`config.mk`:
```
export PLATFORM = sky130hd
export DESIGN_NAME = serial_sub_ctrl
export DESIGN_NICKNAME = d
export VERILOG_FILES = /design/src/rtl/serial_sub_ctrl.sv
export SDC_FILE = /design/constraint.sdc
export NUM_CORES = 1
export LEC_CHECK = 0
export ABC_AREA = 0
export CORE_MARGIN = 2
export CORE_UTILIZATION = 52
export DETAILED_ROUTE_END_ITERATION = 7
export PLACE_DENSITY_LB_ADDON = 0.05
export SKIP_LAST_GASP = 1
export SLEW_MARGIN = 10
export SYNTH_ARGS = -nofsm -noshare
export SYNTH_HDL_FRONTEND = slang
export SYNTH_SLANG_ARGS = --single-unit
```
`constraint.sdc`:
```
create_clock -name clk -period 3.6 [get_ports clk]
set_input_delay 0.36 -clock clk [delete_from_list [all_inputs] [get_ports clk]]
set_output_delay 0.36 -clock clk [all_outputs]
set_load 0.01 [all_outputs]
```
`src/rtl/serial_sub_ctrl.sv`:
```
// serial_sub_ctrl: bit-serial WIDTH-bit subtraction controller driving one
// external 1-bit full-subtractor cell, LSB first, with a start/busy/done
// handshake.
// Optional feature: define SERSUB_SIGNED_OVF_EN to add the registered
// two's-complement overflow output ovf.
//
// state  | meaning
// S_IDLE | waiting for start; result registers hold the last result
// S_RUN  | one bit per cycle through the cell, cnt counts bit steps
// S_DONE | single-cycle completion pulse; start here is accepted
module serial_sub_ctrl #(
   parameter int WIDTH = 8,
   parameter int CNT_W = $clog2(WIDTH)
) (
   input  logic             clk,
   input  logic             rst_n,
   input  logic             start,
   input  logic [WIDTH-1:0] a_in,
   input  logic [WIDTH-1:0] b_in,
   input  logic             bin_in,
   output logic             fs_a,
   output logic             fs_b,
   output logic             fs_bin,
   input  logic             fs_d,
   input  logic             fs_bout,
   output logic [WIDTH-1:0] diff_out,
   output logic             borrow_out,
`ifdef SERSUB_SIGNED_OVF_EN
   output logic             ovf,
`endif
   output logic             busy,
   output logic             done
);

   typedef enum logic [1:0] {
      S_IDLE = 2'd0,
      S_RUN  = 2'd1,
      S_DONE = 2'd2
   } state_t;

   localparam logic [CNT_W-1:0] CNT_LAST = CNT_W'(WIDTH - 1);

   state_t           state_q, state_d;
   logic [WIDTH-1:0] a_sr_q, a_sr_d;
   logic [WIDTH-1:0] b_sr_q, b_sr_d;
   logic [WIDTH-1:0] diff_sr_q, diff_sr_d;
   logic             borrow_reg_q, borrow_reg_d;
   logic [CNT_W-1:0] cnt_q, cnt_d;
   logic [WIDTH-1:0] diff_out_q, diff_out_d;
   logic             borrow_out_q, borrow_out_d;
`ifdef SERSUB_SIGNED_OVF_EN
   logic             ovf_q, ovf_d;
`endif
   logic             in_run;
   logic             load;

   // Next-state and datapath: cell outputs are only sampled in S_RUN so X
   // from an idle cell never reaches a register.
   always_comb begin
      state_d      = state_q;
      a_sr_d       = a_sr_q;
      b_sr_d       = b_sr_q;
      diff_sr_d    = diff_sr_q;
      borrow_reg_d = borrow_reg_q;
      cnt_d        = cnt_q;
      diff_out_d   = diff_out_q;
      borrow_out_d = borrow_out_q;
`ifdef SERSUB_SIGNED_OVF_EN
      ovf_d        = ovf_q;
`endif
      load         = 1'b0;

      case (state_q)
         S_IDLE: begin
            load = start;
         end
         S_RUN: begin
            diff_sr_d    = {fs_d, diff_sr_q[WIDTH-1:1]};
            a_sr_d       = a_sr_q >> 1;
            b_sr_d       = b_sr_q >> 1;
            borrow_reg_d = fs_bout;
            cnt_d        = cnt_q + CNT_W'(1);
            if (cnt_q == CNT_LAST) begin
               state_d      = S_DONE;
               diff_out_d   = {fs_d, diff_sr_q[WIDTH-1:1]};
               borrow_out_d = fs_bout;
`ifdef SERSUB_SIGNED_OVF_EN
               // borrow into the MSB vs borrow out of it
               ovf_d        = borrow_reg_q ^ fs_bout;
`endif
            end
         end
         S_DONE: begin
            load    = start;
            state_d = S_IDLE;
         end
         default: begin
            state_d = S_IDLE;
         end
      endcase

      if (load) begin
         state_d      = S_RUN;
         a_sr_d       = a_in;
         b_sr_d       = b_in;
         borrow_reg_d = bin_in;
         cnt_d        = '0;
      end
   end

   // State and datapath registers with synchronous active-low reset.
   always_ff @(posedge clk) begin
      if (!rst_n) begin
         state_q      <= S_IDLE;
         a_sr_q       <= '0;
         b_sr_q       <= '0;
         diff_sr_q    <= '0;
         borrow_reg_q <= 1'b0;
         cnt_q        <= '0;
         diff_out_q   <= '0;
         borrow_out_q <= 1'b0;
`ifdef SERSUB_SIGNED_OVF_EN
         ovf_q        <= 1'b0;
`endif
      end else begin
         state_q      <= state_d;
         a_sr_q       <= a_sr_d;
         b_sr_q       <= b_sr_d;
         diff_sr_q    <= diff_sr_d;
         borrow_reg_q <= borrow_reg_d;
         cnt_q        <= cnt_d;
         diff_out_q   <= diff_out_d;
         borrow_out_q <= borrow_out_d;
`ifdef SERSUB_SIGNED_OVF_EN
         ovf_q        <= ovf_d;
`endif
      end
   end

   // Cell drive and handshake outputs decoded from registers only.
   always_comb begin
      in_run     = (state_q == S_RUN);
      fs_a       = in_run & a_sr_q[0];
      fs_b       = in_run & b_sr_q[0];
      fs_bin     = in_run & borrow_reg_q;
      busy       = in_run;
      done       = (state_q == S_DONE);
      diff_out   = diff_out_q;
      borrow_out = borrow_out_q;
`ifdef SERSUB_SIGNED_OVF_EN
      ovf        = ovf_q;
`endif
   end

endmodule
```
==> metrics.cfg, run 1 <==
[clocking]
clockRootBuffer=sky130_fd_sc_hd__clkbuf_4
post-cts-setup-buffer-count=0
cts.sinks=38
post_cts_resize_count=0
tritoncts_clock_tree=built
cts_htree_levels=2
cts-buffers-inserted=5
clk_latency_ns=0.34
post_cts_hold_buffer_count=0
clock_tree.buffer_depth=2
clk_pin_slew_worst_paths_ns=0.11

[synthesis]
synth.yosys.seq_area_share=0.487
syn-mean-instance-area_um2=8.59
postSynthCellCount=182
synthAdderAreaFrac=0.0160
synth_simple_gate_area_share=0.222
synth_compound_area_frac=0.199
synth_enable_flop_cells=0
synth.area.mux_share=0
yosys_register_bits=38
dominant_combinational_cell_family_by_area_after_synthesis=simple AND/OR/NAND/NOR gates
synth.net_count=206
ys.flop_type=sky130_fd_sc_hd__dfxtp_1
synth_area_um2=1560
yosys.cell_types.count=24
synth-warning-count=0
synthArstFlopShare=0
synth_xor_xnor_area_share=0.00560

[floorplan]
core_region_area_um2=2810
die-height_um=58.8
die-area_um2=3460
num_rows=19
top_level_ports=36
die_width_um=58.8
start_util=0.557

[drt]
route.met2.wl_mm=1.53
final_antenna_net_count=0
vias_after_detailed_routing=1340
totalWireLength_mm=3.14
drt_first_iter_violations=58
route.met3.wl_um=204
dr.max_layer_used=met4
dr.pass1.iters=6
detail_route.wirelength.met1_mm=1.36
vias_per_cell=5.56
wl_per_cell_um=13.0
drc=3

[sta]
rsz0062_at_grt=false
finalCritPeriodShare=0.681
highest_clock_rate_ghz=0.408
final-max-slew-violation-count=0
clock-skew-final_ns=0.00637
final_hold_viol_count=0
slew_headroom=0.374
final.hold.worst_slack_ns=0.462
fin_crit_ns=2.45
totalNegativeSetupSlack_ns=0
worstMarginPinSlew_ns=0.936
number_of_setup_violations_in_the_final_report=0
final.setup.worst_slack_ns=1.15

[status]
failed_checks=design-rule violations
outcome=finished with violations

[setup_path]
critical_path_buf_inv_count=3
timing.critical_path.cells=nand2b_1, buf_4, inv_4, and2_1, clkdlybuf4s50_1
worst-path-max-fanout=38
slowest_stage=sky130_fd_sc_hd__clkdlybuf4s50_1
timing.critical_path.from=state_q[0]
path_class=register to primary output
cp-start-kind=register
critPathTopFamily=buffers and inverters
crit-reg2reg-launch=cnt_q[0]
worst-endpoint-required_ns=3.24
data_arrival_time_of_the_critical_path_ns=2.09
critPathMaxStageDelay_ns=0.54
endpoint_kind=primary output

[final_layout]
insertedDiodeCount=0
final-seq-area_um2=761
multiInputGateArea_um2=691
layout.cells.most_common=sky130_fd_sc_hd__nand2_1
final_core_util=0.678
fin_area_um2=1900
final_cell_count_no_fill=241
layout.nets=234
layout_common_cells=sky130_fd_sc_hd__nand2_1 (45), sky130_fd_sc_hd__dfxtp_1 (38), sky130_fd_sc_hd__clkdlybuf4s50_1 (35), sky130_fd_sc_hd__a21boi_0 (17), sky130_fd_sc_hd__nand3_1 (12)
final_layout_size_suffix_gt1_frac=0.0429
filler_cell_count=240
synthToLayoutAreaGrowth_pct=21.7

[global_route]
largest_net_degree_at_the_start_of_global_routing=39
globalRoute.totalOverflow=0
antenna_found_initial=0
globalRouteTotalUtil=0.201
first_global_vias=1260
global_route_wire_length_before_repair_mm=5.26

[flow_run]
max_cap_viol_count=0

[power_and_ir_drop]
fin_total_pwr_uw=754
p_leak_nw=0.660
p_per_area_nw_per_um2=397
power.ir.vdd_worst_mv=0.235

[hold_path]
timing.hold.worst.start=b_sr_q[7]
hold_path_class=register to register

[placed_design]
place.gp.congestion=0.755
placedInstanceArea_um2=1850
detailed_place_hpwl_mm=2.16
post-place-cells=234
place_ws_ns=1.54
port-buffer-count=35

[cell families after synthesis]
logic type,count (synthesis)
AO/OA/AOI/OAI,45
buffers and inverters,16
flip-flops,38
adder cells (fa/ha/maj),2
XOR/XNOR,1
AND/OR/NAND/NOR,80
[per-layer routing]
metal  vias up  GRT usage
met3         7     0.0681
met1       612      0.228
met2        45      0.344
met5         -          0
li1        676          -
met4         0     0.0812
[cell usage after synthesis, types with 2 or more instances]
cell type                  number  area, um^2
sky130_fd_sc_hd__nand2_1       45         169
sky130_fd_sc_hd__a31oi_1        6        37.5
sky130_fd_sc_hd__ha_1           2        25.0
sky130_fd_sc_hd__nor2_1         8        30.0
sky130_fd_sc_hd__nand2b_1       2        12.5
sky130_fd_sc_hd__a21oi_1        4        20.0
sky130_fd_sc_hd__nor2b_1        2        12.5
sky130_fd_sc_hd__buf_6          2        22.5
sky130_fd_sc_hd__o21ai_0        7        35.0
sky130_fd_sc_hd__nor3_1         6        30.0
sky130_fd_sc_hd__clkbuf_1       4        15.0
sky130_fd_sc_hd__a21boi_0      17         128
sky130_fd_sc_hd__and2_1         4        25.0
sky130_fd_sc_hd__a21boi_1       2        15.0
sky130_fd_sc_hd__nand3_1       12        60.1
sky130_fd_sc_hd__buf_8          2        30.0
sky130_fd_sc_hd__buf_2          6        30.0
sky130_fd_sc_hd__o221ai_1       6        52.6
sky130_fd_sc_hd__a22oi_1        3        22.5
sky130_fd_sc_hd__dfxtp_1       38         761
[path summary, 6_finish.rpt]
path,slack (ns),cells after the start,endpoint
setup / recovery,1.15,5,fs_a
hold / removal,0.46,2,b_sr_q[7]
setup reg to reg,1.93,5,borrow_out
hold reg to reg,0.46,2,b_sr_q[7]
[worst register-to-register path: cells and delay by family (launching register included)]
family                     cells  cell delay, ns
adders and majority gates      2            0.55
and+or+nand+nor                2            0.54
DFF                            1            0.37
AOI/OAI and AO/OA              1            0.09
[report_power, final]
group	switching (mW)	internal, mW	total, mW
Clock	0.133	0.0702	0.203
Combinational	0.0519	0.0477	0.0996
Sequential	0.0111	0.440	0.451
[cell type report]
type,count,area share
timing repair buffer,36,0.188
sequential,38,0.400
inverter,1,0.00329
clock inverter,2,0.00526
tap,31,0.0204
multi-input combinational,128,0.363
clock buffer,5,0.0197
[registers in the layout, summed over array words and instances, names as in the netlist]
register / count
state_q: 2
a_sr_q: 8
b_sr_q: 8
diff_out: 8
diff_sr_q: 7
borrow_reg_q: 1
borrow_out: 1
cnt_q: 3
(Power assumes the default switching activity.)
==> inputs of run 2 (changes only) <==
- CORE_UTILIZATION: 52 -> 44
- clock period: 3.6 -> 2 ns (I/O delays scaled with it)
==> metrics.cfg, run 2 (synthesis results as in run 1) <==
[setup_path]
worst-endpoint-required_ns=1.80  ; was 3.24 ns
data_arrival_time_of_the_critical_path_ns=1.63  ; was 2.09 ns
timing.reg2reg.setup_slack_ns=0.59  ; was 1.93 ns
path_class=register to primary output  ; unchanged
slowest_stage=sky130_fd_sc_hd__clkdlybuf4s50_1  ; unchanged
timing.critical_path.cells=nand2b_1, inv_4, and2_1, clkdlybuf4s50_1  ; was nand2b_1, buf_4, inv_4, and2_1, clkdlybuf4s50_1
worst-path-max-fanout=7  ; was 38
critical_path_buf_inv_count=2  ; was 3
cp-start-kind=register  ; unchanged
critPathMaxStageDelay_ns=0.53  ; was 0.54 ns
endpoint_kind=primary output  ; unchanged
critPathTopFamily=buffers and inverters  ; unchanged

[sta]
final-max-slew-violation-count=0  ; unchanged
worstMarginPinSlew_ns=0.411  ; was 0.936 ns
clock-skew-final_ns=0.00892  ; was 0.00637 ns
final_hold_viol_count=0  ; unchanged
slew_headroom=0.725  ; was 0.374
number_of_setup_violations_in_the_final_report=0  ; unchanged
finalCritPeriodShare=0.916
totalNegativeSetupSlack_ns=0  ; unchanged
fin_crit_ns=1.83
rsz0062_at_grt=false  ; unchanged
highest_clock_rate_ghz=0.546

[drt]
dr.pass1.iters=4  ; was 6
drt_first_iter_violations=72  ; was 58
final_antenna_net_count=0  ; unchanged
totalWireLength_mm=3.31  ; was 3.14 mm
wl_per_cell_um=12.6  ; was 13.0 um
vias_per_cell=5.16  ; was 5.56
drc=0  ; was 3
vias_after_detailed_routing=1352  ; was 1340

[hold_path]
hold_path_class=input port to register  ; was register to register

[global_route]
largest_net_degree_at_the_start_of_global_routing=35  ; was 39
globalRouteTotalUtil=0.186  ; was 0.201
global_route_wire_length_before_repair_mm=5.72  ; was 5.26 mm
antenna_found_initial=0  ; unchanged
first_global_vias=1291  ; was 1260
globalRoute.totalOverflow=0  ; unchanged

[clocking]
cts-buffers-inserted=5  ; unchanged
clock_tree.buffer_depth=2  ; unchanged
post_cts_resize_count=0  ; unchanged
clk_latency_ns=0.34  ; about the same
post-cts-setup-buffer-count=0  ; unchanged
clk_pin_slew_worst_paths_ns=0.11  ; about the same
cts_htree_levels=2  ; unchanged
post_cts_hold_buffer_count=0  ; unchanged
cts.sinks=38  ; unchanged
clockRootBuffer=sky130_fd_sc_hd__clkbuf_4  ; unchanged
tritoncts_clock_tree=built  ; unchanged

[final_layout]
filler_cell_count=356  ; was 240
synthToLayoutAreaGrowth_pct=27.2  ; was 21.7%
multiInputGateArea_um2=691  ; unchanged
layout.cells.most_common=sky130_fd_sc_hd__nand2_1  ; unchanged
insertedDiodeCount=0  ; unchanged
layout.nets=239  ; was 234
fin_area_um2=1990  ; was 1900 um^2
final_core_util=0.591  ; was 0.678
final_layout_size_suffix_gt1_frac=0.0694  ; was 0.0429
final-seq-area_um2=761  ; unchanged
layout_common_cells=sky130_fd_sc_hd__nand2_1 (45), sky130_fd_sc_hd__dfxtp_1 (38), sky130_fd_sc_hd__clkdlybuf4s50_1 (35), sky130_fd_sc_hd__a21boi_0 (17), sky130_fd_sc_hd__nand3_1 (12)  ; unchanged

[placed_design]
place.gp.congestion=0.710  ; was 0.755
detailed_place_hpwl_mm=2.26  ; was 2.16 mm
port-buffer-count=35  ; unchanged
placedInstanceArea_um2=1910  ; was 1850 um^2

[floorplan]
start_util=0.465  ; was 0.557
die_width_um=63.6  ; was 58.8 um
top_level_ports=36  ; unchanged
num_rows=21  ; was 19
core_region_area_um2=3360  ; was 2810 um^2
die-height_um=63.6  ; was 58.8 um
die-area_um2=4040  ; was 3460 um^2

[power_and_ir_drop]
p_per_area_nw_per_um2=759  ; was 397 nW/um^2
p_leak_nw=0.699  ; was 0.660 nW
power.ir.vdd_worst_mv=0.500  ; was 0.235 mV

[status]
outcome=finished clean  ; was finished with violations

[flow_run]
max_cap_viol_count=0  ; unchanged

[run 2: cell types whose count changed in the layout (fill, tap and decap cells not counted), sizes merged]
| cell | delta |
|---|---|
| buf | +5 |
| bufinv | +1 |
[run 2: per-stage QoR]
step           hold slack (ns)  setup WS [ns]  power [mW]  std cells
2_1_floorplan            0.334          0.749       0.953        182
3_3_place_gp             0.446          0.576        1.01        254
3_5_place_dp             0.448          0.545        1.02        254
4_1_cts                  0.372          0.126        1.53        262
5_1_grt                  0.365         0.0540        1.59        262
6_report                 0.393          0.168        1.51        262
[run 2: cell type report]
cell class                      count  area share
Clock buffer                        5      0.0189
Clock inverter                      3      0.0201
Inverter                            1     0.00315
Multi-Input combinational cell    128       0.347
Sequential cell                    38       0.383
Tap cell                           46      0.0289
Timing Repair Buffer               41       0.199
[run 2: power by group]
part	switching [mW]	internal, mW
clock	0.251	0.259
combinational	0.0945	0.0921
sequential	0.0200	0.793
total	0.365	1.14
[run 2: path summary, 6_finish.rpt]
kind	start	end	cells after the start
worst min register to register	b_sr_q[7]	b_sr_q[7]	2
worst max register to register	cnt_q[0]	diff_out[3]	5
worst min-delay path	b_in[7]	b_sr_q[7]	3
worst max-delay path	state_q[0]	fs_b	4
[run 2: worst reg2reg max path, delay by kind of cell (launching register included)]
family	cells	cell delay, ns
AOI/OAI and AO/OA	1	0.19
adders and majority gates	2	0.39
DFF	1	0.34
and+or+nand+nor	2	0.42
[run 2: per-layer routing]
layer	global-route usage	up-vias	part of all wire
met2	0.325	33	0.50
met1	0.203	624	0.43
li1	-	691	-
met5	0	-	0
met3	0.0661	4	0.053
met4	0.0734	0	0.015
==> inputs of run 3 (changes only) <==
- CTS_CLUSTER_DIAMETER: default -> 120
==> results of run 3 <==
No change in the layout: final DEF, timing and power equal those of run 2.
